===== src/rtl/pe_feed.sv =====
// pe_feed: splits one 64-bit host stream (header + interleaved A/B operand words)
// onto the two input streams of the vector PE. The header goes to both streams in
// the same cycle, A words go to D and B words go to D2. Back pressure from the PE
// is registered once before use. Zero-length headers are dropped with an ERR pulse.
// Optional feature macro: PE_FEED_STATS_EN enables the forwarded-packet counter.
module pe_feed (
  input  logic        CLK,
  input  logic        SYS_RST,
  input  logic [63:0] S_DATA,
  input  logic        S_VALID,
  output logic        S_READY,
  output logic [63:0] D,
  output logic        D_VALID,
  input  logic        D_BP,
  output logic [63:0] D2,
  output logic        D2_VALID,
  input  logic        D2_BP,
  output logic        BUSY,
  output logic        ERR,
  output logic [31:0] PKT_CNT
);

  typedef enum logic [1:0] {StIdle, StA, StB} state_e;

  state_e      state_q, state_d;
  logic [31:0] rem_q, rem_d;
  logic        bp_r, bp2_r;
  logic        s_ready;
  logic        accept;
  logic [63:0] d_d, d2_d;
  logic        d_valid_d, d2_valid_d;
  logic        err_d;
  logic        hdr_fwd;

  // Ready depends only on state and the registered back pressure.
  always_comb begin
    s_ready = 1'b0;
    case (state_q)
      StIdle:  s_ready = ~bp_r & ~bp2_r;
      StA:     s_ready = ~bp_r;
      StB:     s_ready = ~bp2_r;
      default: s_ready = 1'b0;
    endcase
  end

  // Ready is held low while reset is asserted so the host sees no accept window.
  assign S_READY = s_ready & ~SYS_RST;
  assign accept  = S_VALID & s_ready;
  assign BUSY    = (state_q != StIdle);

  // Next-state, remaining-pair count and output register loads.
  always_comb begin
    state_d    = state_q;
    rem_d      = rem_q;
    d_d        = D;
    d2_d       = D2;
    d_valid_d  = 1'b0;
    d2_valid_d = 1'b0;
    err_d      = 1'b0;
    hdr_fwd    = 1'b0;
    case (state_q)
      StIdle: begin
        if (accept) begin
          if (S_DATA[31:0] != 32'd0) begin
            d_d        = S_DATA;
            d2_d       = S_DATA;
            d_valid_d  = 1'b1;
            d2_valid_d = 1'b1;
            rem_d      = S_DATA[31:0];
            hdr_fwd    = 1'b1;
            state_d    = StA;
          end else begin
            // Zero-length packet would hang the PE: swallow it.
            err_d = 1'b1;
          end
        end
      end
      StA: begin
        if (accept) begin
          d_d       = S_DATA;
          d_valid_d = 1'b1;
          state_d   = StB;
        end
      end
      StB: begin
        if (accept) begin
          d2_d       = S_DATA;
          d2_valid_d = 1'b1;
          rem_d      = rem_q - 32'd1;
          state_d    = (rem_q == 32'd1) ? StIdle : StA;
        end
      end
      default: state_d = StIdle;
    endcase
  end

  // State, back-pressure and output registers.
  always_ff @(posedge CLK or posedge SYS_RST) begin
    if (SYS_RST) begin
      state_q  <= StIdle;
      rem_q    <= 32'd0;
      bp_r     <= 1'b0;
      bp2_r    <= 1'b0;
      D        <= 64'd0;
      D2       <= 64'd0;
      D_VALID  <= 1'b0;
      D2_VALID <= 1'b0;
      ERR      <= 1'b0;
    end else begin
      state_q  <= state_d;
      rem_q    <= rem_d;
      bp_r     <= D_BP;
      bp2_r    <= D2_BP;
      D        <= d_d;
      D2       <= d2_d;
      D_VALID  <= d_valid_d;
      D2_VALID <= d2_valid_d;
      ERR      <= err_d;
    end
  end

`ifdef PE_FEED_STATS_EN
  logic [31:0] pkt_cnt_q;

  // Count forwarded headers; wraps at 32 bits, cleared only by reset.
  always_ff @(posedge CLK or posedge SYS_RST) begin
    if (SYS_RST) begin
      pkt_cnt_q <= 32'd0;
    end else if (hdr_fwd) begin
      pkt_cnt_q <= pkt_cnt_q + 32'd1;
    end
  end

  assign PKT_CNT = pkt_cnt_q;
`else
  logic unused_hdr_fwd;
  assign unused_hdr_fwd = hdr_fwd;
  assign PKT_CNT        = 32'd0;
`endif

endmodule


===== config.mk =====
export PLATFORM = sky130hd
export DESIGN_NAME = pe_feed
export DESIGN_NICKNAME = d
export VERILOG_FILES = /design/src/rtl/pe_feed.sv
export SDC_FILE = /design/constraint.sdc
export NUM_CORES = 1
export LEC_CHECK = 0
export BUFFER_PORTS_ARGS = -buffer_cell sky130_fd_sc_hd__buf_2
export CAP_MARGIN = 20
export CORE_ASPECT_RATIO = 2
export CORE_MARGIN = 4
export CORE_UTILIZATION = 48
export DETAILED_ROUTE_END_ITERATION = 16
export GPL_ROUTABILITY_DRIVEN = 0
export PLACE_DENSITY_LB_ADDON = 0.25
export REMOVE_ABC_BUFFERS = 1
export SYNTH_ARGS = -nofsm -noshare
export SYNTH_HDL_FRONTEND = slang
export SYNTH_SLANG_ARGS = --single-unit

===== constraint.sdc =====
create_clock -name CLK -period 8.4 [get_ports CLK]
set_clock_uncertainty 0.15 [all_clocks]
set_input_delay 2.52 -clock CLK [delete_from_list [all_inputs] [get_ports CLK]]
set_output_delay 2.52 -clock CLK [all_outputs]
set_load 0.02 [all_outputs]

==> metrics.md, run 1 <==
| Metric | Value |
|---|---|
| Status | `finished clean` |
| CTS Hold Bufs | `0` |
| Startpoint class of the critical path | `input port` |
| Reg clk slew, reported paths | `70 ps` |
| Vias in the first global route | `6110` |
| Async SR Flop Fraction | `100%` |
| Leak | `4.14 nW` |
| Initial Util | `48.9%` |
| Sequential share of the synthesized area | `55.9%` |
| FF+latch area | `4180 um2` |
| Main synth FF type | `dfrtp_1` |
| Htree depth | `4` |
| Clock sinks | `167` |
| First-pass GRT wire length | `30.6 mm` |
| Max-slew headroom at the worst pin | `38.6%` |
| #FFs+latches synth | `167` |
| Filler cells | `1281` |
| CTS tree | `built` |
| Die Area | `17800 um2` |
| Synth-to-Final Area Change | `21.8%` |
| Worst path required time | `5730 ps` |
| Worst Max-Slew Pin Slew | `920 ps` |
| Rows | `64` |
| Wire per inst | `19.5 um` |
| F_max | `0.175 GHz` |
| Total setup buffers inserted after CTS | `0` |
| Highest-count cells in the layout ignoring fill and taps | `buf_2, dfrtp_1, mux2_2` |
| Post-synth EDFFs | `0` |
| Fin nets | `873` |
| Slowest stage delay, CP | `200 ps` |
| Pwr Total | `3.74 mW` |
| Core Region | `15300 um2` |
| Period minus WS final | `5720 ps` |
| Final cell count without fillers | `1013` |
| Synth Area in Adders | `0.335%` |
| GRT Resource Usage Total | `22.7%` |
| Crit. End Element | `primary output` |
| Cell area after synthesis | `7480 um2` |
| Setup CP Type | `in -> out` |
| Synthesis Warnings | `0` |
| Final period utilization | `68.1%` |
| XOR/XNOR Fraction of Synth Area | `0%` |
| Post-CTS sizing | `0` |
| Die Span Y | `185 um` |
| Clock root buffer master | `clkbuf_16` |
| Post-DRT Antenna Nets | `0` |
| Routed vias | `5696` |
| Slew Viols, Final | `0` |
| Largest net degree at the start of global routing | `100` |
| DR DRC count | `0` |
| CTS Buf Count | `17` |
| Antenna violations before repair | `0` |
| Crit-path most repeated cell | `buf_2` |
| Post-Syn Instances | `606` |
| WP data arrival | `3050 ps` |
| DP Cell Count | `981` |
| Setup slack, reg-to-reg | `5290 ps` |
| Syn avg cell area | `12.3 um2` |
| Routed vias/inst | `5.62` |
| Setup Viol. Count Final | `0` |
| PortBufs | `201` |
| Hold Crit Class | `reg -> reg` |
| Maximum vdd drop | `0.206 mV` |
| Area fraction of the dominant cell type after synthesis | `55.9%` |
| Detailed Routing Iterations Pass 1 | `5` |
| Complex-gate fraction of the synthesized area | `8.96%` |
| PD cells | `410 nW/um2` |
| Max-cap violations | `0` |
| Initial DRC count | `276` |
| # IOs | `234` |
| Diode count | `0` |
| Fraction of layout cells with a size suffix above 1 | `44.4%` |
| Worst-path maximum fanout | `2` |
| GR Overflow Total | `0` |
| Top post-synthesis cells by area | `dfrtp_1, mux2_2, buf_4` |
| Area occupied by multi-input gates | `2980 um2` |
| WP buf/inv | `2` |
| Post-synth cell types | `54` |
| Worst path top cell family by delay | `buffers and inverters` |
| Fin Setup TNS | `0 ps` |
| Cell Chain, Critical Path | `buf_2 > a211oi_1 > buf_2` |
| Slowest CP cell | `a211oi_1` |
| Yosys top cell by area | `dfrtp_1` |
| Clk Latency, worst-skew pair | `420 ps` |
| HPWL Detailed | `14.4 mm` |
| Mux contribution to synthesized area | `19.4%` |
| Post-Synth Simple-Gate Area | `9.55%` |
| Hold Vio Cnt, Final | `0` |
| RSZ-0062 raised after global routing | `no` |
| CTS Buffer Depth | `2` |
| WL final | `19.7 mm` |
| Die W | `96.3 um` |
| Largest family of logic cells by synthesized area | `multiplexers` |
| Most common cell after layout, fill and taps aside | `buf_2` |
[cells in the mapped netlist, drive strengths merged (8+ instances only)]
| library cell | count |
|---|---|
| o21ai | 12 |
| a21oi | 19 |
| inv | 12 |
| clkbuf | 16 |
| nand2 | 18 |
| buf | 46 |
| nor3 | 17 |
| mux2 | 128 |
| o22a | 9 |
| nor4 | 18 |
| nand3 | 10 |
| dfrtp | 167 |
| a31oi | 13 |
| nor2 | 42 |
| o211ai | 8 |
[logic make-up (layout without fill, tap and decap cells)]
| family | Yosys count | in the layout |
|---|---|---|
| AOI/OAI and AO/OA | 94 | 94 |
| adders and majority gates | 2 | 2 |
| buffers and inverters | 74 | 252 |
| DFF | 167 | 167 |
| muxes | 129 | 129 |
| other | 1 | 32 |
| and+or+nand+nor | 139 | 139 |
[worst reg2reg max path, stage by stage, from the launching register on]
cell       delay [ps]
dfrtp_1           460
nor2_1            260
o2111ai_4         340
and2_1            280
inv_2             480
buf_4             610
mux2_2            410
[cell type report]
type	instances	share of cell area (%)
timing repair buffer	208	11.6
inverter	12	0.549
clock inverter	11	1.35
clock buffer	21	5.16
tap	198	2.72
multi-input combinational	396	32.7
sequential	167	45.9
[layer usage]
metal | share of wire [%] | wire, um | track usage (%) | vias to the layer above
met5 | 0 | 0 | 0 | -
met4 | 4.0 | 793 | 12.3 | 0
met3 | 5.8 | 1150 | 5.64 | 45
met2 | 57 | 11300 | 42.1 | 231
met1 | 33 | 6480 | 22.1 | 2864
li1 | - | - | - | 2556
[per-stage QoR]
step	hold slack (ps)	utilization (%)	setup slack [ps]	cell area [um2]
2_1_floorplan	357	-	1210	7210
4_1_cts	343	59.6	2680	9110
6_report	336	59.6	2680	9110
5_1_grt	355	59.6	2670	9110
3_5_place_dp	328	55.7	2560	8520
3_3_place_gp	315	55.7	2650	8520
[worst paths after layout]
| path | start | endpoint | cells past startpoint |
|---|---|---|---|
| max | SYS_RST | S_READY | 3 |
| min | D2[1]$_DFFE_PP0P_ | D2[1]$_DFFE_PP0P_ | 1 |
| max reg2reg | state_q[0]$_DFFE_PP0P_ | D2[15]$_DFFE_PP0P_ | 6 |
| min reg2reg | D2[1]$_DFFE_PP0P_ | D2[1]$_DFFE_PP0P_ | 1 |
| max in group asynchronous | SYS_RST | rem_q[9]$_DFFE_PP0P_ | 3 |
| min in group asynchronous | SYS_RST | D2[14]$_DFFE_PP0P_ | 2 |
[where the power goes]
group / switching (mW) / leakage (nW) / internal, mW / total (mW)
logic: 0.895 / 1.89 / 0.603 / 1.50
clock network: 0.313 / 0.281 / 0.461 / 0.774
registers: 0.265 / 1.97 / 1.20 / 1.47
[registers in the layout, indices dropped and copies added (netlist names)]
| register | count |
|---|---|
| bp_r | 1 |
| D2 | 64 |
| bp2_r | 1 |
| D_VALID | 1 |
| state_q | 2 |
| ERR | 1 |
| D2_VALID | 1 |
| rem_q | 32 |
| D | 64 |
Note: power is estimated with default switching activity, not from simulation.
==> run 2, diff against run 1 <==
--- a/config.mk
+++ b/config.mk
@@ -5,6 +5,7 @@
 export SDC_FILE = /design/constraint.sdc
 export NUM_CORES = 1
 export LEC_CHECK = 0
+export ABC_AREA = 1
 export BUFFER_PORTS_ARGS = -buffer_cell sky130_fd_sc_hd__buf_2
 export CAP_MARGIN = 20
 export CORE_ASPECT_RATIO = 2
==> constraint.sdc (replaced) <==
create_clock -name CLK -period 5.15 [get_ports CLK]
set_clock_uncertainty 0.15 [all_clocks]
set_input_delay 1.545 -clock CLK [delete_from_list [all_inputs] [get_ports CLK]]
set_output_delay 1.545 -clock CLK [all_outputs]
set_load 0.02 [all_outputs]
==> run 2 against run 1 <==
Synthesized cell count increased by 66%. Clock-buffer cell count up 2. First-iteration DRC count is 25% higher. Clock power rose by 65%. Sequential power rose by 59%. Worst hold slack lost 10 ps. Register-to-register slack got worse by 2600 ps. Critical path depth unchanged. Sequential cell count stayed put. Wire length rose by 4.5%. Combinational power up 81%. Largest power group unchanged. Non-clock buffer count is 1 lower.
==> metrics.md, run 2 <==
| Metric | Value |
|---|---|
| Status | `finished clean (unchanged)` |
| Sw frac | `43.9% (was 39.4%)` |
| Maximum vdd drop | `0.382 mV (was 0.206 mV)` |
| Cell area after synthesis | `8320 um2 (was 7480 um2)` |
| Highest-count cells in the layout ignoring fill and taps | `nand2_1, buf_2, dfrtp_1 (was buf_2, dfrtp_1, mux2_2)` |
| Reg-to-reg startpoint | `state_q[1]$_DFFE_PP0P_ (was state_q[0]$_DFFE_PP0P_)` |
| Main synth FF type | `dfrtp_1 (unchanged)` |
| Fin area | `9790 um2 (was 9110 um2)` |
| Post-synth cell types | `31 (was 54)` |
| WP data arrival | `1930 ps (was 3050 ps)` |
| Crit. End Element | `primary output (unchanged)` |
| Reg clk slew, reported paths | `60 ps (was 70 ps)` |
| CTS Hold Bufs | `0 (unchanged)` |
| GR Overflow Total | `0 (unchanged)` |
| Post-synth EDFFs | `0 (unchanged)` |
| Initial Util | `49.1% (was 48.9%)` |
| Leak | `5.32 nW (was 4.14 nW)` |
| Async SR Flop Fraction | `100% (unchanged)` |
| Clk Latency, worst-skew pair | `430 ps (was 420 ps)` |
| Vias in the first global route | `6616 (was 6110)` |
| Die W | `101 um (was 96.3 um)` |
| Routed vias/inst | `4.88 (was 5.62)` |
| Slew Viols, Final | `0 (unchanged)` |
| Hold Startpoint | `D[54]$_DFFE_PP0P_ (was D2[1]$_DFFE_PP0P_)` |
| Setup ws final | `1530 ps (was 2680 ps)` |
| Hold Vio Cnt, Final | `0 (unchanged)` |
| Most common cell after layout, fill and taps aside | `nand2_1 (was buf_2)` |
| Worst-path maximum fanout | `2 (unchanged)` |
| Clock sinks | `167 (unchanged)` |
| Setup WS pre-CTS | `1270 ps (was 2560 ps)` |
| Share of power burned in registers | `36.8% (was 39.2%)` |
| Largest net degree at the start of global routing | `130 (was 100)` |
| Max-cap violations | `0 (unchanged)` |
| Htree depth | `4 (unchanged)` |
| Worst path required time | `3460 ps (was 5730 ps)` |
| Max-slew headroom at the worst pin | `30.2% (was 38.6%)` |
| Pint | `3.55 mW (was 2.27 mW)` |
| Startpoint class of the critical path | `input port (unchanged)` |
| Crit path launch | `SYS_RST (unchanged)` |
| Top-count cell post-synth | `nand2_1 (was dfrtp_1)` |
| Initial DRC count | `346 (was 276)` |
| Pwr Total | `6.33 mW (was 3.74 mW)` |
| Rows | `67 (was 64)` |
| Setup slack, reg-to-reg | `2680 ps (was 5290 ps)` |
| Post-CTS sizing | `0 (unchanged)` |
| WL final | `20.6 mm (was 19.7 mm)` |
| Total setup buffers inserted after CTS | `0 (unchanged)` |
| Clock power share | `20.2% (was 20.7%)` |
| Routed vias | `6886 (was 5696)` |
| PortBufs | `201 (unchanged)` |
| Hold Crit Class | `reg -> reg (unchanged)` |
| PD cells | `646 nW/um2 (was 410 nW/um2)` |
| Antenna violations before repair | `0 (unchanged)` |
| P_sw | `2.78 mW (was 1.47 mW)` |
| GRT Resource Usage Total | `21.3% (was 22.7%)` |
| RSZ-0062 raised after global routing | `no (unchanged)` |
| DR DRC count | `0 (unchanged)` |
| Fin nets | `1262 (was 873)` |
| Comb pwr share | `43.0% (was 40.1%)` |
| Setup CP Type | `in -> out (unchanged)` |
| Clock root buffer master | `clkbuf_16 (unchanged)` |
| CTS Buffer Depth | `2 (unchanged)` |
| # IOs | `234 (unchanged)` |
| Post-Syn Instances | `1007 (was 606)` |
| Area fraction of the dominant cell type after synthesis | `50.2% (was 55.9%)` |
| Period minus WS final | `3620 ps` |
| Synthesis Warnings | `0 (unchanged)` |
| F_max | `0.276 GHz` |
| Detailed Routing Iterations Pass 1 | `5 (unchanged)` |
| Top post-synthesis cells by area | `dfrtp_1, nand2_1, o21ai_2 (was dfrtp_1, mux2_2, buf_4)` |
| Die Area | `19600 um2 (was 17800 um2)` |
| Worst Max-Slew Pin Slew | `1050 ps (was 920 ps)` |
| Setup Viol. Count Final | `0 (unchanged)` |
| CTS Buf Count | `17 (unchanged)` |
| Die Span Y | `194 um (was 185 um)` |
| #FFs+latches synth | `167 (unchanged)` |
| Yosys top cell by area | `dfrtp_1 (unchanged)` |
| Core Region | `16900 um2 (was 15300 um2)` |
| First-pass GRT wire length | `32.9 mm (was 30.6 mm)` |
| Wire per inst | `14.6 um (was 19.5 um)` |
| Fraction of layout cells with a size suffix above 1 | `27.2% (was 44.4%)` |
| Diode count | `0 (unchanged)` |
| Final period utilization | `70.3%` |
| Hold WS | `326 ps (was 336 ps)` |
| HPWL Detailed | `15.1 mm (was 14.4 mm)` |
| Sequential share of the synthesized area | `50.2% (was 55.9%)` |
| Synth-to-Final Area Change | `17.7% (was 21.8%)` |
| Top cells by count, synth | `nand2_1, dfrtp_1, inv_1, o21ai_0, nor2_1 (was dfrtp_1, mux2_2, nor2_1, buf_4, a21oi_1)` |
| Cell area after placement | `9200 um2 (was 8520 um2)` |
| Syn avg cell area | `8.26 um2 (was 12.3 um2)` |
| CTS tree | `built (unchanged)` |
| Post-DRT Antenna Nets | `0 (unchanged)` |
| Top Registers | `D2 x64, D x64, rem_q x32 (unchanged)` |
run 2: power groups by stage:
| stage | clock network, mW | logic (mW) | registers, mW |
|---|---|---|---|
| floorplan | 0 | 1.27 | 2.87 |
| global placement | 0 | 2.70 | 2.33 |
| detailed placement | 0 | 2.76 | 2.34 |
| CTS | 1.31 | 2.77 | 2.33 |
| global route | 1.36 | 3.01 | 2.40 |
| finish | 1.28 | 2.72 | 2.33 |
run 2: through the flow:
step / cells / TNS (ps) / util, %
3_3_place_gp: 1379 / 0 / 54.3
2_1_floorplan: 965 / -177590 / -
6_report: 1411 / 0 / 57.8
3_5_place_dp: 1379 / 0 / 54.3
5_1_grt: 1411 / 0 / 57.8
4_1_cts: 1411 / 0 / 57.8
run 2: final cells by class:
cell class | instances | area [um2]
fill | 1653 | 7140
timing repair buffer | 207 | 1060
inverter | 120 | 455
tap | 207 | 259
clock buffer | 23 | 478
clock inverter | 9 | 116
multi-input combinational | 678 | 3240
sequential | 167 | 4180
run 2: worst max-delay path, stage by stage:
cell    delay [ps]
buf_2          130
nor2_1          90
buf_2          160
run 2: cells by family after synthesis:
logic type,Yosys count,synth area share [%]
adder cells (fa/ha/maj),2,0.301
buffers and inverters,193,12.5
other,1,0.0451
AND/OR/NAND/NOR,466,23.2
XOR/XNOR,4,0.421
flip-flops,167,50.2
AO/OA/AOI/OAI,174,13.3
run 2: path summary, 6_finish.rpt:
check / endpoint / depth (start not counted)
setup / recovery: S_READY / 3
hold / removal: D[54]$_DFFE_PP0P_ / 2
setup reg to reg: D2[31]$_DFFE_PP0P_ / 5
hold reg to reg: D[54]$_DFFE_PP0P_ / 2
max in group asynchronous: D2[45]$_DFFE_PP0P_ / 3
min in group asynchronous: D2[26]$_DFFE_PP0P_ / 2
run 2: metal layers:
metal / part of all wire, % / track usage [%] / routed length, um / vias to the layer above
li1: - / - / - / 3453
met1: 36 / 23.0 / 7440 / 3183
met2: 55 / 38.4 / 11400 / 206
met3: 5.3 / 4.47 / 1100 / 44
met4: 3.4 / 10.2 / 702 / 0
met5: 0 / 0 / 0 / -
